==> src/rtl/td4_fetch.sv <==
// ---------------------------------------------------------------------------
// td4_fetch : instruction fetch / sequencer for the 4-bit CPU.
//
// Holds a loadable program memory and the program counter. It reads one
// instruction per FETCH cycle and presents it to decode/execute over a
// valid/ready handshake. On acceptance it applies the jump returned by
// execute. A jump to itself on an 0xF op whose immediate names its own
// address is treated as a halt.
//
// Ports
//   in_clk        clock, rising edge
//   in_rst_n      synchronous reset, active-low (memory is not cleared)
//   in_load_en    program memory write strobe (honoured only while idle)
//   in_load_addr  write address
//   in_load_data  write data {op,imm}
//   in_run        1 = run program, 0 = stop after the current instruction
//   in_ready      downstream accepts the issued instruction
//   in_jump       take branch (sampled only in the handshake cycle)
//   in_jump_addr  branch target
//   out_valid     out_op/out_imm/out_pc carry a valid instruction
//   out_op        opcode field
//   out_imm       immediate field
//   out_pc        address of the issued instruction
//   out_halted    self-jump halt detected
// ---------------------------------------------------------------------------
module td4_fetch #(
  parameter int ADDR_W = 4,
  parameter int OP_W   = 4,
  parameter int IMM_W  = 4
) (
  input  logic                    in_clk,
  input  logic                    in_rst_n,
  input  logic                    in_load_en,
  input  logic [ADDR_W-1:0]       in_load_addr,
  input  logic [OP_W+IMM_W-1:0]   in_load_data,
  input  logic                    in_run,
  input  logic                    in_ready,
  input  logic                    in_jump,
  input  logic [ADDR_W-1:0]       in_jump_addr,
  output logic                    out_valid,
  output logic [OP_W-1:0]         out_op,
  output logic [IMM_W-1:0]        out_imm,
  output logic [ADDR_W-1:0]       out_pc,
  output logic                    out_halted
);

  localparam int INSTR_W = OP_W + IMM_W;
  localparam int DEPTH   = 2 ** ADDR_W;
  localparam int CMP_W   = (IMM_W > ADDR_W) ? IMM_W : ADDR_W;

  typedef enum logic [1:0] {
    S_IDLE,
    S_FETCH,
    S_ISSUE,
    S_HALT
  } state_t;

  state_t              r_state;
  state_t              w_next;

  logic [INSTR_W-1:0]  r_mem [0:DEPTH-1];
  logic [ADDR_W-1:0]   r_pc;
  logic [OP_W-1:0]     r_op;
  logic [IMM_W-1:0]    r_imm;
  logic [ADDR_W-1:0]   r_out_pc;

  logic                w_hs;
  logic                w_self_halt;
  logic [ADDR_W-1:0]   w_pc_inc;
  logic [CMP_W-1:0]    w_imm_cmp;
  logic [CMP_W-1:0]    w_pc_cmp;

  assign w_hs      = (r_state == S_ISSUE) && in_ready;
  assign w_pc_inc  = r_pc + ADDR_W'(1);
  assign w_imm_cmp = CMP_W'(r_imm);
  assign w_pc_cmp  = CMP_W'(r_out_pc);

  // Halt idiom: "JMP self" encoded as op=all-ones with imm equal to its own
  // address, and execute confirming the branch back to that same address.
  assign w_self_halt = (r_op == '1) && (w_imm_cmp == w_pc_cmp) &&
                       in_jump && (in_jump_addr == r_out_pc);

  // State register
  always_ff @(posedge in_clk) begin
    if (!in_rst_n) r_state <= S_IDLE;
    else           r_state <= w_next;
  end

  // Next-state logic
  always_comb begin
    w_next = r_state;
    case (r_state)
      S_IDLE:  if (in_run) w_next = S_FETCH;
      S_FETCH: w_next = S_ISSUE;
      S_ISSUE: begin
        if (w_hs) begin
          if (w_self_halt) w_next = S_HALT;
          else if (in_run) w_next = S_FETCH;
          else             w_next = S_IDLE;
        end
      end
      S_HALT:  if (!in_run) w_next = S_IDLE;
      default: w_next = S_IDLE;
    endcase
  end

  // Output logic
  always_comb begin
    out_valid  = (r_state == S_ISSUE);
    out_halted = (r_state == S_HALT);
  end

  // Datapath: issued fields only change in FETCH, so they hold across
  // stalls and keep the last issued values while idle.
  always_ff @(posedge in_clk) begin
    if (!in_rst_n) begin
      r_pc     <= '0;
      r_op     <= '0;
      r_imm    <= '0;
      r_out_pc <= '0;
    end else begin
      case (r_state)
        S_FETCH: begin
          {r_op, r_imm} <= r_mem[r_pc];
          r_out_pc      <= r_pc;
        end
        S_ISSUE: if (w_hs) r_pc <= in_jump ? in_jump_addr : w_pc_inc;
        S_HALT:  if (!in_run) r_pc <= '0;
        default: ;
      endcase
    end
  end

  // Program memory: no reset of contents; a write coinciding with reset is dropped.
  always_ff @(posedge in_clk) begin
    if (in_rst_n && (r_state == S_IDLE) && in_load_en)
      r_mem[in_load_addr] <= in_load_data;
  end

  assign out_op  = r_op;
  assign out_imm = r_imm;
  assign out_pc  = r_out_pc;

endmodule

==> config.mk <==
export PLATFORM = sky130hd
export DESIGN_NAME = td4_fetch
export DESIGN_NICKNAME = d
export VERILOG_FILES = /design/src/rtl/td4_fetch.sv
export SDC_FILE = /design/constraint.sdc
export NUM_CORES = 1
export LEC_CHECK = 0
export CAP_MARGIN = 20
export CORE_MARGIN = 4
export CORE_UTILIZATION = 45
export CTS_BUF_LIST = sky130_fd_sc_hd__clkbuf_4 sky130_fd_sc_hd__clkbuf_8
export DETAILED_ROUTE_END_ITERATION = 8
export DONT_BUFFER_PORTS = 1
export GPL_TIMING_DRIVEN = 0
export HOLD_SLACK_MARGIN = 0.1
export SETUP_SLACK_MARGIN = 0.4
export SYNTH_ARGS = -nofsm -noshare
export SYNTH_HDL_FRONTEND = slang
export SYNTH_SLANG_ARGS = --single-unit
==> constraint.sdc <==
create_clock -name in_clk -period 6.25 [get_ports in_clk]
set_input_delay 0.9375 -clock in_clk [delete_from_list [all_inputs] [get_ports in_clk]]
set_output_delay 0.9375 -clock in_clk [all_outputs]
set_load 0.02 [all_outputs]
==> impl_metrics.yaml, run 1 <==
power_and_ir_drop:
  sw_frac_of_total_pct: 19.0
  p_seq_share_pct: 54.9
  p_comb_share_pct: 2.4
  vdd_drop_max_mv: 0.125
  p_sw_w: 0.000373
  total_leakage_power_nw: 2.04
  powerDensity_mw_per_mm2: 299
  p_int_w: 0.00159
  clockPowerShare_pct: 42.7
clocking:
  cts_tree: "built"
  cts_root_buf: "clkbuf_8"
  hold_buffers: 0
  clkSinkCount: 146
  clk_latency_ns: 0.44
  clk_path_buf_depth: 2
  cts_inserted_buffers: 17
  cts.repair.resized: 0
  cts.clk_slew.worst_paths_ns: 0.07
  post_cts_buffers: 0
  htreeDepth: 4
floorplanning:
  die_w_um: 122
  start_util_pct: 46.2
  pin_count: 36
  die_h_um: 122
  num_rows: 41
  die-area_mm2: 0.0149
  core_mm2: 0.0127
global_routing:
  grt_antenna_before_repair: 0
  grt_pass1_vias: 3264
  grt_pass1_wl_mm: 18.7
  grt_max_degree: 17
  grt-ovfl-total: 0
  grt_util_all_layers_pct: 17.5
sta:
  slew_viol_final: 0
  fmax_ghz: 0.376
  setup_viol: 0
  tns_ns: 0
  final.setup.worst_slack_ns: 3.59
  worst_pin_slew_ns: 0.855
  min_period_over_period_pct: 42.6
  rsz0062_at_grt: "false"
  fin_crit_ns: 2.66
  slew_headroom_pct: 42.8
  finClkSkew_ns: 0.00647
  finalHoldViolations: 0
logic_synthesis:
  ys_seq_area_share_pct: 71.6
  yosysMostFrequentCell: "edfxtp_1"
  yosys.area.top_type_share_pct: 65.4
  synth_area_leaders: "edfxtp_1 (65%), dfxtp_1 (6.1%), mux2i_1 (6.1%)"
  synth_edf_count: 128
  async_flop_share_pct: 0
  synth_warnings: 0
  syn_avg_cell_area_um2: 16.3
  yosysTopAreaCell: "edfxtp_1"
  yosys-top-cells-count: "edfxtp_1 (128), nor2_1 (39), mux2i_1 (36)"
  synth.net_count: 383
  synth_cell_types: 38
  ys_seq_elements: 146
  syn-cell-area_mm2: 0.00587
  synth_ff_type: "edfxtp_1"
  syn-instance-count: 360
drt:
  vias_per_cell: 5.61
  post_drt_wl_per_cell_um: 21.7
  post-route-drc-count: 0
  num_vias: 3185
  highest-signal-layer: "met4"
  route.met3.wl_um: 774
  detail-route-antenna-nets: 0
  drt_wl_total_mm: 12.3
  drtIter0Drc: 252
  wl_met1_mm: 5.59
  dr.pass1.iters: 5
  route.met2.wl_mm: 5.81
layout:
  final_area_mm2: 0.00657
  diodes: 0
  nFillCells: 1087
  utilization_pct: 51.7
  fin_cells: 568
  final_nets: 406
  drive_above_1_share_pct: 16.4
  syn2layout_area_growth_pct: 11.9
hold_path:
  hold_path.class: "flop to flop"
place:
  place_ws_ns: 3.19
  gp_congestion: 0.817
  dp_cells: 536
  post-dp-hpwl_mm: 8.37
  numPortBuffers: 0
  dpl_cell_area_mm2: 0.00611
setup_path:
  worstPathMaxFanout: 10
  cp.arrival_ns: 2.82
  crit_path_start_kind: "input port"
  crit_path_end_kind: "flop"
  worstSetupPathType: "input port to flop"
  cp.required_ns: 6.41
job:
  cap_violations: 0
outcome:
  outcome: "finished clean"
routing by layer:
layer  up-vias  track usage, %
met5         -               0
met4         0            6.30
met3        18            4.84
met2        92            27.8
met1      1621            23.5
li1       1454               -
power by group through the flow:
stage | Sequential (W) | Combinational (W) | Clock (W)
2_1_floorplan | 0.00110 | 0.0000360 | 0
3_3_place_gp | 0.00110 | 0.0000457 | 0
3_5_place_dp | 0.00110 | 0.0000467 | 0
4_1_cts | 0.00108 | 0.0000469 | 0.000851
5_1_grt | 0.00108 | 0.0000514 | 0.000896
6_report | 0.00108 | 0.0000466 | 0.000839
critical path, cell delays in order:
cell and delay, ns:
clkbuf_1 0.36, nand2_1 0.12, nor4_1 0.31, nand2_1 0.19
nor3_1 0.63, buf_4 0.27
placed cells by master (no fill, tap or decap), drive strengths merged, types with 2 or more instances in the layout:
| master | n |
|---|---|
| edfxtp | 128 |
| nor2 | 39 |
| mux2i | 36 |
| clkbuf | 27 |
| dfxtp | 18 |
| buf | 17 |
| o22ai | 16 |
| mux4 | 16 |
| nand2 | 11 |
| nor2b | 9 |
| mux2 | 8 |
| o41ai | 8 |
| nand2b | 7 |
| nand3 | 7 |
| nor3 | 6 |
| clkinv | 6 |
| bufinv | 5 |
| o21ai | 4 |
| or3 | 4 |
| a21boi | 4 |
| inv | 2 |
| and2 | 2 |
| nand3b | 2 |
| a21oi | 2 |
cell type report:
cell class	instances	area [µm²]	area share (%)
Sequential cell	146	4200	64.0
Multi-Input combinational cell	193	1570	23.9
Clock buffer	21	277	4.21
Tap cell	172	215	3.27
Clock inverter	11	184	2.80
Buffer	19	92.6	1.41
Timing Repair Buffer	4	25.0	0.381
Inverter	2	7.51	0.114
cells by family after synthesis:
kind of cell | synth area share, %
flip-flops | 71.6
AND/OR/NAND/NOR | 7.37
multiplexers | 14.2
AO/OA/AOI/OAI | 4.94
buffers and inverters | 1.70
adder cells (fa/ha/maj) | 0.213
sequential cells by signal, indices dropped and copies added (netlist names):
name,cells
r_mem,128
out_imm,4
out_op,4
out_pc,4
r_pc,4
r_state,2
path summary, 6_finish.rpt:
check | startpoint | end | slack [ns] | cells past startpoint
min reg2reg | r_pc[3] | r_pc[3] | 0.53 | 2
min | r_pc[3] | r_pc[3] | 0.53 | 2
max | in_rst_n | r_mem[8][5] | 3.59 | 6
max reg2reg | r_state[0] | r_mem[8][5] | 4.04 | 5
metrics by stage:
step	hold WS [ns]	total power (W)
floorplan	0.478	0.00113
finish	0.526	0.00196
global placement	0.518	0.00115
CTS	0.530	0.00198
global route	0.553	0.00203
detailed placement	0.519	0.00115
No activity file was read; power rests on OpenSTA's default activity.
==> run 2, diff against run 1 <==
==> constraint.sdc (replaced) <==
create_clock -name in_clk -period 2.6 [get_ports in_clk]
set_input_delay 0.39 -clock in_clk [delete_from_list [all_inputs] [get_ports in_clk]]
set_output_delay 0.39 -clock in_clk [all_outputs]
set_load 0.02 [all_outputs]
==> run 2 against run 1 <==
Worst hold slack worse by 0.40 ns. Combinational power grew to 3.3 times the previous value. Register-to-register slack worse by 3.6 ns. Power increased by 140%. Clock skew shrank 0.00077 ns. Sequential power rose by 140%. Non-clock buffer count up 8. Critical endpoint is now r_mem[9][7]. Critical path depth is 2 lower.
==> impl_metrics.yaml, run 2 (same netlist as run 1, synthesis figures left out) <==
drt:
  detail-route-antenna-nets: 0
  vias_per_cell: 5.57
  num_vias: 3209
  post_drt_wl_per_cell_um: 21.9
  dr.pass1.iters: 4
  drt_wl_total_mm: 12.6
  post-route-drc-count: 0
  drtIter0Drc: 223
layout:
  final_common_cell: "edfxtp_1"
  largest_reg_flops: 128
  final_area_mm2: 0.00667
  regMostFlops: "r_mem"
  fin_cells: 576
  final_nets: 414
  final_cell_mix: "edfxtp_1 (128), nor2_1 (38), mux2i_1 (36), clkbuf_8 (19), dfxtp_1 (18)"
  syn2layout_area_growth_pct: 13.6
  drive_above_1_share_pct: 17.1
  diodes: 0
global_routing:
  grt_util_all_layers_pct: 17.8
  grt-ovfl-total: 0
  grt_antenna_before_repair: 1
  grt_max_degree: 17
  grt_pass1_wl_mm: 19.0
  grt_pass1_vias: 3285
floorplanning:
  num_rows: 41
  die_w_um: 122
  pin_count: 36
  core_mm2: 0.0127
  start_util_pct: 46.2
  die_h_um: 122
  die-area_mm2: 0.0149
setup_path:
  crit_path_end_kind: "flop"
  worstPathMaxFanout: 10
  cp.required_ns: 2.67
  cp.arrival_ns: 2.19
  worstSetupPathType: "flop to flop"
  crit_path_start_kind: "flop"
place:
  numPortBuffers: 0
  post-dp-hpwl_mm: 8.37
  place_ws_ns: 0.0916
  dp_cells: 536
  gp_congestion: 0.817
  dpl_cell_area_mm2: 0.00611
power_and_ir_drop:
  vdd_drop_max_mv: 0.307
  p_total_w: 0.00477
  total_leakage_power_nw: 2.09
  powerDensity_mw_per_mm2: 715
clocking:
  cts_inserted_buffers: 17
  clkSinkCount: 146
  cts.clk_slew.worst_paths_ns: 0.07
  clk_latency_ns: 0.44
  htreeDepth: 4
  cts_root_buf: "clkbuf_8"
  clk_path_buf_depth: 2
  cts_tree: "built"
job:
  cap_violations: 0
outcome:
  outcome: "finished clean"
sta:
  finClkSkew_ns: 0.00570
  worst_pin_slew_ns: 0.834
  slew_viol_final: 0
  fmax_ghz: 0.472
  finalHoldViolations: 0
  final.setup.worst_slack_ns: 0.483
  min_period_over_period_pct: 81.4
  tns_ns: 0
  fin_crit_ns: 2.12
  rsz0062_at_grt: "true"
  slew_headroom_pct: 44.2
  setup_viol: 0
hold_path:
  hold_path.class: "input port to flop"
run 2: path summary, 6_finish.rpt:
check,startpoint,endpoint,slack (ns),cells after the start
max,r_state[0],r_mem[9][7],0.48,4
min,in_run,r_state[0],0.13,2
max reg2reg,r_state[0],r_mem[9][7],0.48,4
min reg2reg,r_pc[3],r_pc[3],0.53,2
run 2: power breakdown:
part	switching (W)	internal [W]
combinational	0.0000996	0.0000562
sequential	0.0000236	0.00257
clock	0.000814	0.00121
total	0.000937	0.00383
run 2: what timing repair did:
| item | CTS | global route |
|---|---|---|
| endpoints found under the hold margin | 128 | 0 |
| setup endpoints to repair | 0 | 38 |
| resized for setup | 0 | 4 |
| setup buffers | 0 | 0 |
| hold buffers | 8 | 0 |
run 2: worst max-delay path, stage by stage, from the launching register on:
cell and delay (ns):
dfxtp_1 0.30, buf_2 0.17, nor4_1 0.39, nand2_1 0.20
nor2_1 0.69
run 2: cell type report:
type,instances,area [µm²]
Buffer,19,93.8
Timing Repair Buffer,12,105
Tap cell,172,215
Clock inverter,11,184
Sequential cell,146,4200
Inverter,2,7.51
Multi-Input combinational cell,193,1580
Clock buffer,21,277
Fill cell,1086,6050
run 2: metrics by stage:
step,util [%],hold slack [ns]
after global routing,52.4,0.117
after floorplan,-,0.478
after global placement,47.9,0.490
after detailed placement,48.1,0.490
final,52.4,0.131
after CTS,52.3,0.106
run 2: routing by layer:
metal / vias to the layer above / part of all wire, % / global-route usage [%] / routed length, µm
li1: 1469 / - / - / -
met1: 1625 / 46 / 24.2 / 5740
met2: 92 / 47 / 27.8 / 5890
met3: 21 / 6.1 / 4.84 / 774
met4: 2 / 1.5 / 6.30 / 192
met5: - / 0.056 / 0 / 7
==> variant (config.mk and constraints of run 2) <==
`ADDR_W`: 4 -> 5.
--- a/src/rtl/td4_fetch.sv
+++ b/src/rtl/td4_fetch.sv
@@ -26,3 +26,3 @@
 module td4_fetch #(
-  parameter int ADDR_W = 4,
+  parameter int ADDR_W = 5,
   parameter int OP_W   = 4,
Ports: changed (resized in_jump_addr, in_load_addr and out_pc); port bits go from 36 to 39. No check against the original RTL was run, so the function may have changed too.
==> variant against run 2 <==
  * Count of clock-buffer cells in the layout is 43 higher
  * Worst hold slack got worse by 0.0045 ns
  * Fmax decreased by 1.6%
  * Total power rose by 83%
  * Sequential cell count grew 130
  * Wire length is 100% higher
  * Non-clock buffer count is 34 higher
  * Synthesized cell count increased by 69%
  * Final cell count up 81%
  * Largest power group unchanged
  * Design area rose by 98%
  * Die area is 81% higher
  * Synthesized area up 88%
  * Worst setup slack got worse by 0.034 ns
==> variant: results (changes against run 2) <==
** Status
- The run finished with clean final reports.

** Cells and area
- Clk tree area frac :: 6.40% (-0.50 points)
- The number of fillers in the final layout came to 1863 (+72%).
- The share of cell area taken by multi-input logic gates came to 23.2% (-0.57 points).
- The final-stage net count is 713 (+72%).
- Finished Cell Area :: 13200 µm² (+98%)
- Clk_buf instances :: 64 (+200%)
- Multi-input gate count :: 296 (+53%)
- The data-path buffer share of cell area in the final layout came to 6.17% (+3.2 points).
- Total area of sequential cells :: 8090 µm² (+92%)
- The fraction of layout cells with a size suffix above 1 came to 32.4% (+15 points).
- The number of flip-flops in the largest register is 256 (+100%).

** Power and ir drop
- Fraction of power consumed by the clock network :: 40.5% (-1.9 points)
- Leakage Power :: 4.05 nW (+94%)
- The worst voltage drop across the vdd grid was 567 µV (+85%).
- The total combinational power was 0.000313 W (+100%).
- Areal power density over the cells :: 660 nW/µm² (-7.6%)
- The design internal power came to 0.00690 W (+80%).

** Timing
- The transition time at the pin with the least slew margin came to 0.493 ns (-0.341 ns).

** Clock tree
- H-tree lvl count :: 2 (-2)
- The deepest clock path buffer count was 3 (+1).
- The TritonCTS sink count is 276 (+89%).
- Total clock buffers created by CTS :: 45 (+28)

** Worst setup path
- Among all stages on the critical path, the largest delay is contributed by mux4_2.
- CP peak stage delay :: 0.53 ns (-0.16 ns)
- WP data arrival :: 2.58 ns (+0.39 ns)
- Crit path launch :: r_pc[0]
- In this run the critical register-to-register path is captured at out_imm[3].

** Placement
- The routability congestion estimate from global placement is 0.845 (+3.5%).
- The placement-stage cell area was 11400 µm² (+87%).
- The number of cells in the design after placement came to 926 (+73%).
- Final HPWL from detailed placement :: 16000 µm (+92%)

** Route
- The number of optimization iterations in the first detailed-route pass is 5 (+1).
- Average wire per standard cell :: 24.8 µm (+13%)
- The iteration-0 DRC count of the detailed router is 574 (+160%).
- The total length of routed wires is 25800 µm (+100%).

** Hold path
- The path with the worst hold slack has its endpoint at r_state[1].

** Global routing
- Maximum number of pins on one net before global-route repair :: 33 (+16)
- Global-route wire length before repair :: 38300 µm (+100%)
- Tot GR Track Use :: 19.4% (+1.6 points)

** Floorplanning
- The total number of placement rows came to 56 (+37%).

** Synth
- The synthesized netlist net count came to 632 (+65%).
- Ranked by instance count, the synthesized netlist is headed by edfxtp_1, mux4_2, nor2_1.
-- variant: changes by cell type after synthesis, sizes merged, moves of 5 or more --
cell	run 2	this run
edfxtp	128	256
nor2b	9	16
nor3	6	0
o31ai	1	6
o31a	0	8
mux4	16	48
mux2	8	17
buf	13	18
a21boi	4	11
clkbuf	6	13
nand2	11	32
nor2	39	48
-- variant: cells by family after synthesis --
group           share of synthesized area [%]
flops                                    73.4
mux                                      14.5
fa+ha+maj                               0.114
simple gates                             5.72
compound gates                           4.55
buf+inv                                  1.73
-- variant: metal layers --
layer,up-vias,GRT usage (%),share of wire [%]
met2,239,32.2,49
li1,2623,-,-
met3,60,3.44,6.9
met5,-,0,0
met4,0,6.31,2.6
met1,3121,26.3,41
-- variant: repair_timing --
item / CTS / global route
endpoints found under the hold margin: 257 / 0
resized for setup: 70 / 33
endpoints found under the setup margin: 264 / 263
setup buffers: 11 / 11
hold buffers: 10 / 0
pin swaps: 10 / 14
